$ cat config.mk
export PLATFORM = sky130hd
export DESIGN_NAME = pipe_pass_detector
export DESIGN_NICKNAME = d
export VERILOG_FILES = /design/src/rtl/pipe_pass_detector.sv
export SDC_FILE = /design/constraint.sdc
export NUM_CORES = 1
export LEC_CHECK = 0
export BUFFER_PORTS_ARGS = -buffer_cell sky130_fd_sc_hd__buf_2
export CORE_MARGIN = 8
export CORE_UTILIZATION = 30
export DETAILED_ROUTE_END_ITERATION = 10
export GPL_ROUTABILITY_DRIVEN = 0
export MAX_ROUTING_LAYER = met4
export PLACE_DENSITY = 0.57
export SLEW_MARGIN = 20
export SYNTH_ARGS = -nofsm -noshare
export SYNTH_HDL_FRONTEND = slang
export SYNTH_SLANG_ARGS = --single-unit
$ cat constraint.sdc
create_clock -name clk -period 1.5 [get_ports clk]
set_input_delay 0.225 -clock clk [delete_from_list [all_inputs] [get_ports clk]]
set_output_delay 0.225 -clock clk [all_outputs]
set_load 0.05 [all_outputs]
$ cat src/rtl/pipe_pass_detector.sv
// pipe_pass_detector: watches the bird column and tracks each pipe as it
// scrolls past. A pipe that occupied the column for at least MIN_W ticks and
// then left without a collision produces a one-cycle add pulse for the
// ones-digit score stage, and bumps a saturating binary pass total.
// Optional macro PIPE_PASS_STRETCH_EN adds passLed, a pass indicator held
// high for STRETCH clk cycles after each add pulse.
module pipe_pass_detector #(
    parameter int MIN_W   = 2,
    parameter int MAX_W   = 4,
    parameter int COUNT_W = 8,
    parameter int STRETCH = 50000000
) (
    input  logic               clk,
    input  logic               reset,
    input  logic               start,
    input  logic               dead,
    input  logic               tick,
    input  logic               pipeAtBird,
    output logic               add,
    output logic [COUNT_W-1:0] passCount
`ifdef PIPE_PASS_STRETCH_EN
    ,
    output logic               passLed
`endif
);

    localparam int OCC_W = $clog2(MAX_W + 1);

    typedef enum logic [2:0] {
        IDLE,
        WAIT,
        IN_PIPE,
        SCORE,
        DEAD
    } state_t;

    state_t           state;
    state_t           nextState;
    logic [OCC_W-1:0] occ;
    logic [OCC_W-1:0] nextOcc;

    // Next-state and occupancy logic: start=0 beats dead, dead beats tick handling
    always_comb begin
        nextState = state;
        nextOcc   = occ;
        if (!start) begin
            nextState = IDLE;
            nextOcc   = '0;
        end else if (dead && (state != IDLE)) begin
            nextState = DEAD;
            nextOcc   = '0;
        end else begin
            case (state)
                IDLE: begin
                    nextState = WAIT;
                    nextOcc   = '0;
                end
                WAIT, SCORE: begin
                    // SCORE behaves like WAIT so a pipe right behind the last one is caught
                    nextState = WAIT;
                    nextOcc   = '0;
                    if (tick && pipeAtBird) begin
                        nextState = IN_PIPE;
                        nextOcc   = OCC_W'(1);
                    end
                end
                IN_PIPE: begin
                    if (tick) begin
                        if (pipeAtBird) begin
                            if (occ < OCC_W'(MAX_W)) begin
                                nextOcc = occ + OCC_W'(1);
                            end
                        end else begin
                            nextOcc   = '0;
                            nextState = (occ >= OCC_W'(MIN_W)) ? SCORE : WAIT;
                        end
                    end
                end
                DEAD: begin
                    nextState = DEAD;
                    nextOcc   = '0;
                end
                default: begin
                    nextState = IDLE;
                    nextOcc   = '0;
                end
            endcase
        end
    end

    // State register with registered add pulse and saturating pass total
    always_ff @(posedge clk or negedge reset) begin
        if (!reset) begin
            state     <= IDLE;
            occ       <= '0;
            add       <= 1'b0;
            passCount <= '0;
        end else begin
            state <= nextState;
            occ   <= nextOcc;
            add   <= (nextState == SCORE);
            if (!start || (state == IDLE)) begin
                passCount <= '0;
            end else if ((nextState == SCORE) && (passCount != {COUNT_W{1'b1}})) begin
                passCount <= passCount + COUNT_W'(1);
            end
        end
    end

`ifdef PIPE_PASS_STRETCH_EN
    localparam int LED_W = $clog2(STRETCH + 1);

    logic [LED_W-1:0] ledCnt;

    // Down-counter reloaded on every add pulse; the LED is lit while it is non-zero
    always_ff @(posedge clk or negedge reset) begin
        if (!reset) begin
            ledCnt <= '0;
        end else if (!start) begin
            ledCnt <= '0;
        end else if (nextState == SCORE) begin
            ledCnt <= LED_W'(STRETCH);
        end else if (ledCnt != '0) begin
            ledCnt <= ledCnt - LED_W'(1);
        end
    end

    assign passLed = (ledCnt != '0);
`else
    logic unusedStretch;
    assign unusedStretch = ^STRETCH;
`endif

endmodule

==> results.yml, run 1 <==
critical_path:
  startpoint_type: "flop"
  crit_chain: "nand4b_1 > a21bo_4 > nand3_4 > or4_4 > a21oi_2"
  crit_start: "state[2]$_DFF_PN0_"
  cp.arrival_ns: 1.89
  path_class: "flop to flop"
  ff2ff_setup_slack_ns: -0.18
  cp_slowest_stage_delay_ns: 0.46
  regToRegStartpoint: "state[2]$_DFF_PN0_"
  slowest_stage: "dfrtp_2"
  required_ns: 1.70
  end_kind: "flop"
  crit_fanout: 8
detailed_routing:
  wl_um: 2150
  drt-initial-drc-count: 24
  ant_nets: 0
  num_vias: 790
  routedWlPerCell_um: 13.5
  firstDrtPassIters: 4
  drcViolationCount: 0
  vias_per_cell: 4.97
clock_tree:
  clk_latency_ns: 0.27
  clock_path_buffers: 2
  htree_levels: 1
  cts_tree: "done"
  numCtsBuffers: 3
  clk_pin_slew_ns: 0.08
  clock_tree.root_cell: "clkbuf_4"
  cts_sinks: 15
floorplanning:
  die_h_um: 68.9
  coreArea_um2: 2710
  die_w_um: 68.9
  start_util: 0.310
  boundaryPins: 15
  row_count: 19
  die-area_um2: 4750
logic_synthesis:
  synth_top_area_cell: "dfrtp_1"
  synth.cells.most_frequent: "dfrtp_1 (15), nor2_1 (7), nand2_1 (6), nand3_1 (6)"
  syn-num-nets: 91
  synth_ff_type: "dfrtp_1"
  async_flop_share: 1.00
  syn_inst: 83
  ys_types: 33
  yosysTopAreaCellShare: 0.447
  netlist_area_um2: 840
  yosysWarnings: 0
  synth-edff-count: 0
  synth_area_per_cell_um2: 10.1
  synth.top_cells.by_area: "dfrtp_1 (45%), mux2i_1 (3.6%), nand3_1 (3.6%)"
  synth-seq-area-share: 0.447
  synth.most_common_cell: "dfrtp_1"
  synth_seq_cells: 15
grt:
  grt_pass1_vias: 834
  antenna_found_initial: 0
  grt_pass1_wl_um: 3570
  grt_max_degree: 16
  grt_use_total: 0.0992
  grt_overflow_total: 0
power:
  max-vdd-ir-drop_mv: 0.424
  leakage_nw: 0.593
  total_power_mw: 0.900
  p_per_area_nw_per_um2: 707
timing:
  slew_headroom: 0.775
  worst_slack_ns: -0.184
  tightest_slew_ns: 0.338
  rsz0062_at_grt: "yes"
  max_freq_ghz: 0.594
  drv_slew: 0
  finalSetupViolations: 9
  fin_crit_sh: 1.12
  finalCriticalPeriod_ns: 1.68
  finalHoldViolCount: 0
  fin_skew_ns: 0.00190
status:
  failed_checks: "setup timing"
  outcome: "finished with violations"
layout:
  diodes: 0
  nets: 137
  drive_gt1_frac: 0.586
  final_area_um2: 1270
  area_delta_synth_final_pct: 51.6
  fillers: 266
flow_run:
  maxCapViolations: 0
worst_hold_path:
  hold_class: "input port to flop"
  min-delay-start: "dead"
placed_design:
  placed_area_um2: 1140
  dpl.hpwl_um: 1580
  port_buffers: 14
==> per-stage QoR <==
| step | hold slack (ns) | util | setup TNS (ns) | setup WS (ns) | std cells |
|---|---|---|---|---|---|
| global route | 0.356 | 0.470 | -1.66 | -0.245 | 159 |
| CTS | 0.324 | 0.459 | -1.00 | -0.156 | 158 |
| finish | 0.324 | 0.470 | -1.11 | -0.184 | 159 |
| floorplan | -0.0706 | - | -0.743 | -0.131 | 83 |
| global placement | 0.148 | 0.420 | -1.20 | -0.179 | 150 |
| detailed placement | 0.151 | 0.420 | -1.48 | -0.290 | 150 |
==> what timing repair did <==
action / CTS / global route
gates resized for setup: 14 / 5
pin swaps: 6 / 1
cloned: 0 / 0
hold buffers: 1 / 0
setup buffers: 3 / 1
endpoints found under the hold margin: 15 / 0
setup endpoints to repair: 10 / 11
==> logic make-up (layout without fill, tap and decap cells) <==
group	after synthesis	count (layout)	synth area share
fa+ha+maj	2	2	0.0298
compound gates	16	16	0.131
buf+inv	5	50	0.0358
flops	15	15	0.447
simple gates	41	41	0.307
mux	4	4	0.0492
==> critical path: cells and delay by family (launching register included) <==
kind	cells	cell delay, ns
AO/OA/AOI/OAI	2	0.39
AND/OR/NAND/NOR	3	0.77
flip-flops	1	0.46
==> state kept, by name, indices dropped and copies added (netlist names) <==
name,count
occ,3
state,3
passCount,8
add,1
==> cell usage in the layout (no fill, tap or decap), types with 3 or more instances in the layout <==
master and n:
clkbuf_4 3, buf_4 27, nor2_1 7, nand3_1 5, nand2_1 5, a21oi_2 3, inv_1 3, dfrtp_1 6
buf_2 14, dfrtp_2 9, nand2b_1 3, mux2i_1 3
==> routing by layer <==
layer / GRT usage / wire length (µm) / share of wire
met5: - / 0 / 0
met4: 0.0376 / 12 / 0.0056
met2: 0.167 / 1090 / 0.51
met3: 0.0145 / 60 / 0.028
met1: 0.117 / 986 / 0.46
==> worst paths after layout <==
check | cells past startpoint | endpoint
max reg2reg | 5 | passCount[7]$_DFFE_PN0P_
min | 4 | state[2]$_DFF_PN0_
max in group asynchronous | 2 | passCount[0]$_DFFE_PN0P_
max | 5 | passCount[7]$_DFFE_PN0P_
min in group asynchronous | 2 | passCount[4]$_DFFE_PN0P_
min reg2reg | 1 | passCount[2]$_DFFE_PN0P_
==> power by group <==
part           leakage [nW]  switching, mW  internal, mW
sequential            0.193         0.0263         0.422
clock                0.0150          0.116         0.103
combinational         0.386          0.110         0.123
total                 0.593          0.252         0.648
==> final cells by class <==
type,instances,area [µm²],area share
inverter,3,11.3,0.00885
tap,31,38.8,0.0305
multi-input combinational,63,515,0.405
timing repair buffer,43,294,0.231
clock buffer,4,26.3,0.0206
sequential,15,387,0.304
Note: power is estimated with default switching activity, not from simulation.
==> inputs of run 2 (changes only) <==
--- a/config.mk
+++ b/config.mk
@@ -7,4 +7,5 @@
 export LEC_CHECK = 0
 export BUFFER_PORTS_ARGS = -buffer_cell sky130_fd_sc_hd__buf_2
+export CAP_MARGIN = 10
 export CORE_MARGIN = 8
 export CORE_UTILIZATION = 30
==> constraint.sdc (replaced) <==
create_clock -name clk -period 1.5 [get_ports clk]
set_input_delay 0.225 -clock clk [delete_from_list [all_inputs] [get_ports clk]]
set_output_delay 0.225 -clock clk [all_outputs]
set_load 0.02 [all_outputs]
==> run 2 against run 1 <==
Compared with the run above:
- the flow still finishes with violations (setup timing)
- sequential power is essentially flat
- via count increased by 1.9%
- clock power is 5% higher
- combinational power fell by 6%
- die area is the same
- final area fell by 5.5%
- sequential cell count unchanged
- critical path type unchanged
- highest routed layer unchanged
==> results.yml, run 2 (same netlist as run 1, synthesis figures left out) <==
grt:
  use_met2: 0.171
  grt_use_total: 0.0998
  use_met1: 0.108
  busiest_layer: "met2"
  grt_max_degree: 16
  grt_pass1_vias: 843
  grt_pass1_wl_um: 3520
  grtUsageMet3: 0.0194
  antenna_found_initial: 0
  grt_overflow_total: 0
placed_design:
  preCtsSetupSlack_ns: -0.232
  place_inst: 144
  port_buffers: 14
  dpl.hpwl_um: 1490
detailed_routing:
  firstDrtPassIters: 4
  routedWlPerCell_um: 14.0
  drt-initial-drc-count: 48
  ant_nets: 0
  drcViolationCount: 0
  num_vias: 805
  wl_um: 2140
  vias_per_cell: 5.26
power:
  clock_power_share: 0.257
  p_comb_frac: 0.243
  power_switching_mw: 0.259
  pwr-share-seq: 0.500
  p_sw_frac: 0.289
  p_int_mw: 0.638
  p_per_area_nw_per_um2: 746
  leakage_nw: 0.567
  max-vdd-ir-drop_mv: 0.340
  total_power_mw: 0.897
layout:
  nets: 131
  layout_common_cells: "buf_4 (20), buf_2 (14), dfrtp_1 (11)"
  area_delta_synth_final_pct: 43.2
  register_area_um2: 380
  diodes: 0
  final_common_cell: "buf_4"
  reg.largest.list: "passCount: 8 flops, occ: 3 flops, state: 3 flops"
  final_cell_count_no_fill: 153
  drive_gt1_frac: 0.500
  fillers: 283
  largest_register_ffs: 8
  largest_register: "passCount"
  multi_input_area_um2: 493
clock_tree:
  clock_tree.root_cell: "clkbuf_4"
  clock_path_buffers: 2
  htree_levels: 1
  clk_pin_slew_ns: 0.09
  clk_latency_ns: 0.28
  cts_sinks: 15
  numCtsBuffers: 3
  cts_tree: "done"
critical_path:
  cp.arrival_ns: 1.91
  slowest_stage: "or4b_4"
  startpoint_type: "flop"
  cp_slowest_stage_delay_ns: 0.53
  crit_start: "occ[2]$_DFFE_PN0P_"
  required_ns: 1.72
  crit_fanout: 8
  crit_family: "simple AND/OR/NAND/NOR gates"
  crit_buf_inv: 1
  regToRegStartpoint: "occ[2]$_DFFE_PN0P_"
  path_class: "flop to flop"
  crit_chain: "or4b_4 > a21bo_4 > nand3_4 > buf_6 > o211ai_1 > nand2_1"
  end_kind: "flop"
  ff2ff_setup_slack_ns: -0.18
floorplanning:
  die_h_um: 68.9
  die_w_um: 68.9
  die-area_um2: 4750
  coreArea_um2: 2710
  boundaryPins: 15
  start_util: 0.310
  row_count: 19
timing:
  finalSetupViolations: 10
  fin_skew_ns: 0.00267
  slew_headroom: 0.689
  rsz0062_at_grt: "yes"
  drv_slew: 0
  finalHoldViolCount: 0
  fin_crit_sh: 1.12
  tightest_slew_ns: 0.465
  worst_slack_ns: -0.182
  finalCriticalPeriod_ns: 1.68
  max_freq_ghz: 0.594
  whs_ns: 0.289
  finalSetupTns_ns: -1.37
status:
  failed_checks: "setup timing"
  outcome: "finished with violations"
worst_hold_path:
  min-delay-start: "dead"
  hold_class: "input port to flop"
flow_run:
  maxCapViolations: 0
-- run 2: changes by cell type in the layout (fill, tap and decap cells not counted), sizes merged --
cell,change
buf,-6
-- run 2: worst paths after layout --
| path | endpoint | cells past startpoint |
|---|---|---|
| worst max-delay path | passCount[3]$_DFFE_PN0P_ | 6 |
| worst min register to register | occ[0]$_DFFE_PN0P_ | 1 |
| worst max register to register | passCount[3]$_DFFE_PN0P_ | 6 |
| worst min-delay path | state[2]$_DFF_PN0_ | 4 |
| max in group asynchronous | passCount[1]$_DFFE_PN0P_ | 2 |
| min in group asynchronous | passCount[4]$_DFFE_PN0P_ | 2 |
-- run 2: tightest hold or removal path: stages --
cell and delay, ns:
buf_2 0.09, buf_4 0.11, nor2_1 0.04, nor2_1 0.07
-- run 2: what timing repair did --
item	4_1_cts	5_1_grt
endpoints found under the setup margin	10	11
setup buffers	4	1
endpoints found under the hold margin	15	0
cloned	0	0
hold buffers	1	0
gates resized for setup	16	5
pin swaps	11	4
-- run 2: layout make-up --
| type | count | area share |
|---|---|---|
| Clock buffer | 4 | 0.0219 |
| Inverter | 3 | 0.00937 |
| Multi-Input combinational cell | 63 | 0.410 |
| Sequential cell | 15 | 0.316 |
| Tap cell | 31 | 0.0323 |
| Timing Repair Buffer | 37 | 0.210 |
-- run 2: stage by stage --
step	utilization	instance area (µm²)
5_1_grt	0.444	1200
4_1_cts	0.437	1180
3_3_place_gp	0.395	1070
6_report	0.444	1200
3_5_place_dp	0.395	1070
2_1_floorplan	-	848
-- run 2: layer usage --
layer	routed length [µm]	vias to the layer above
li1	-	391
met5	0	-
met3	77	5
met1	952	394
met2	1080	15
met4	36	0
-- run 2: power groups by stage --
stage	combinational (mW)	clock (mW)	sequential [mW]
finish	0.218	0.230	0.448
detailed placement	0.160	0	0.456
CTS	0.210	0.236	0.448
global placement	0.157	0	0.454
floorplan	0.106	0	0.447
global route	0.238	0.255	0.451
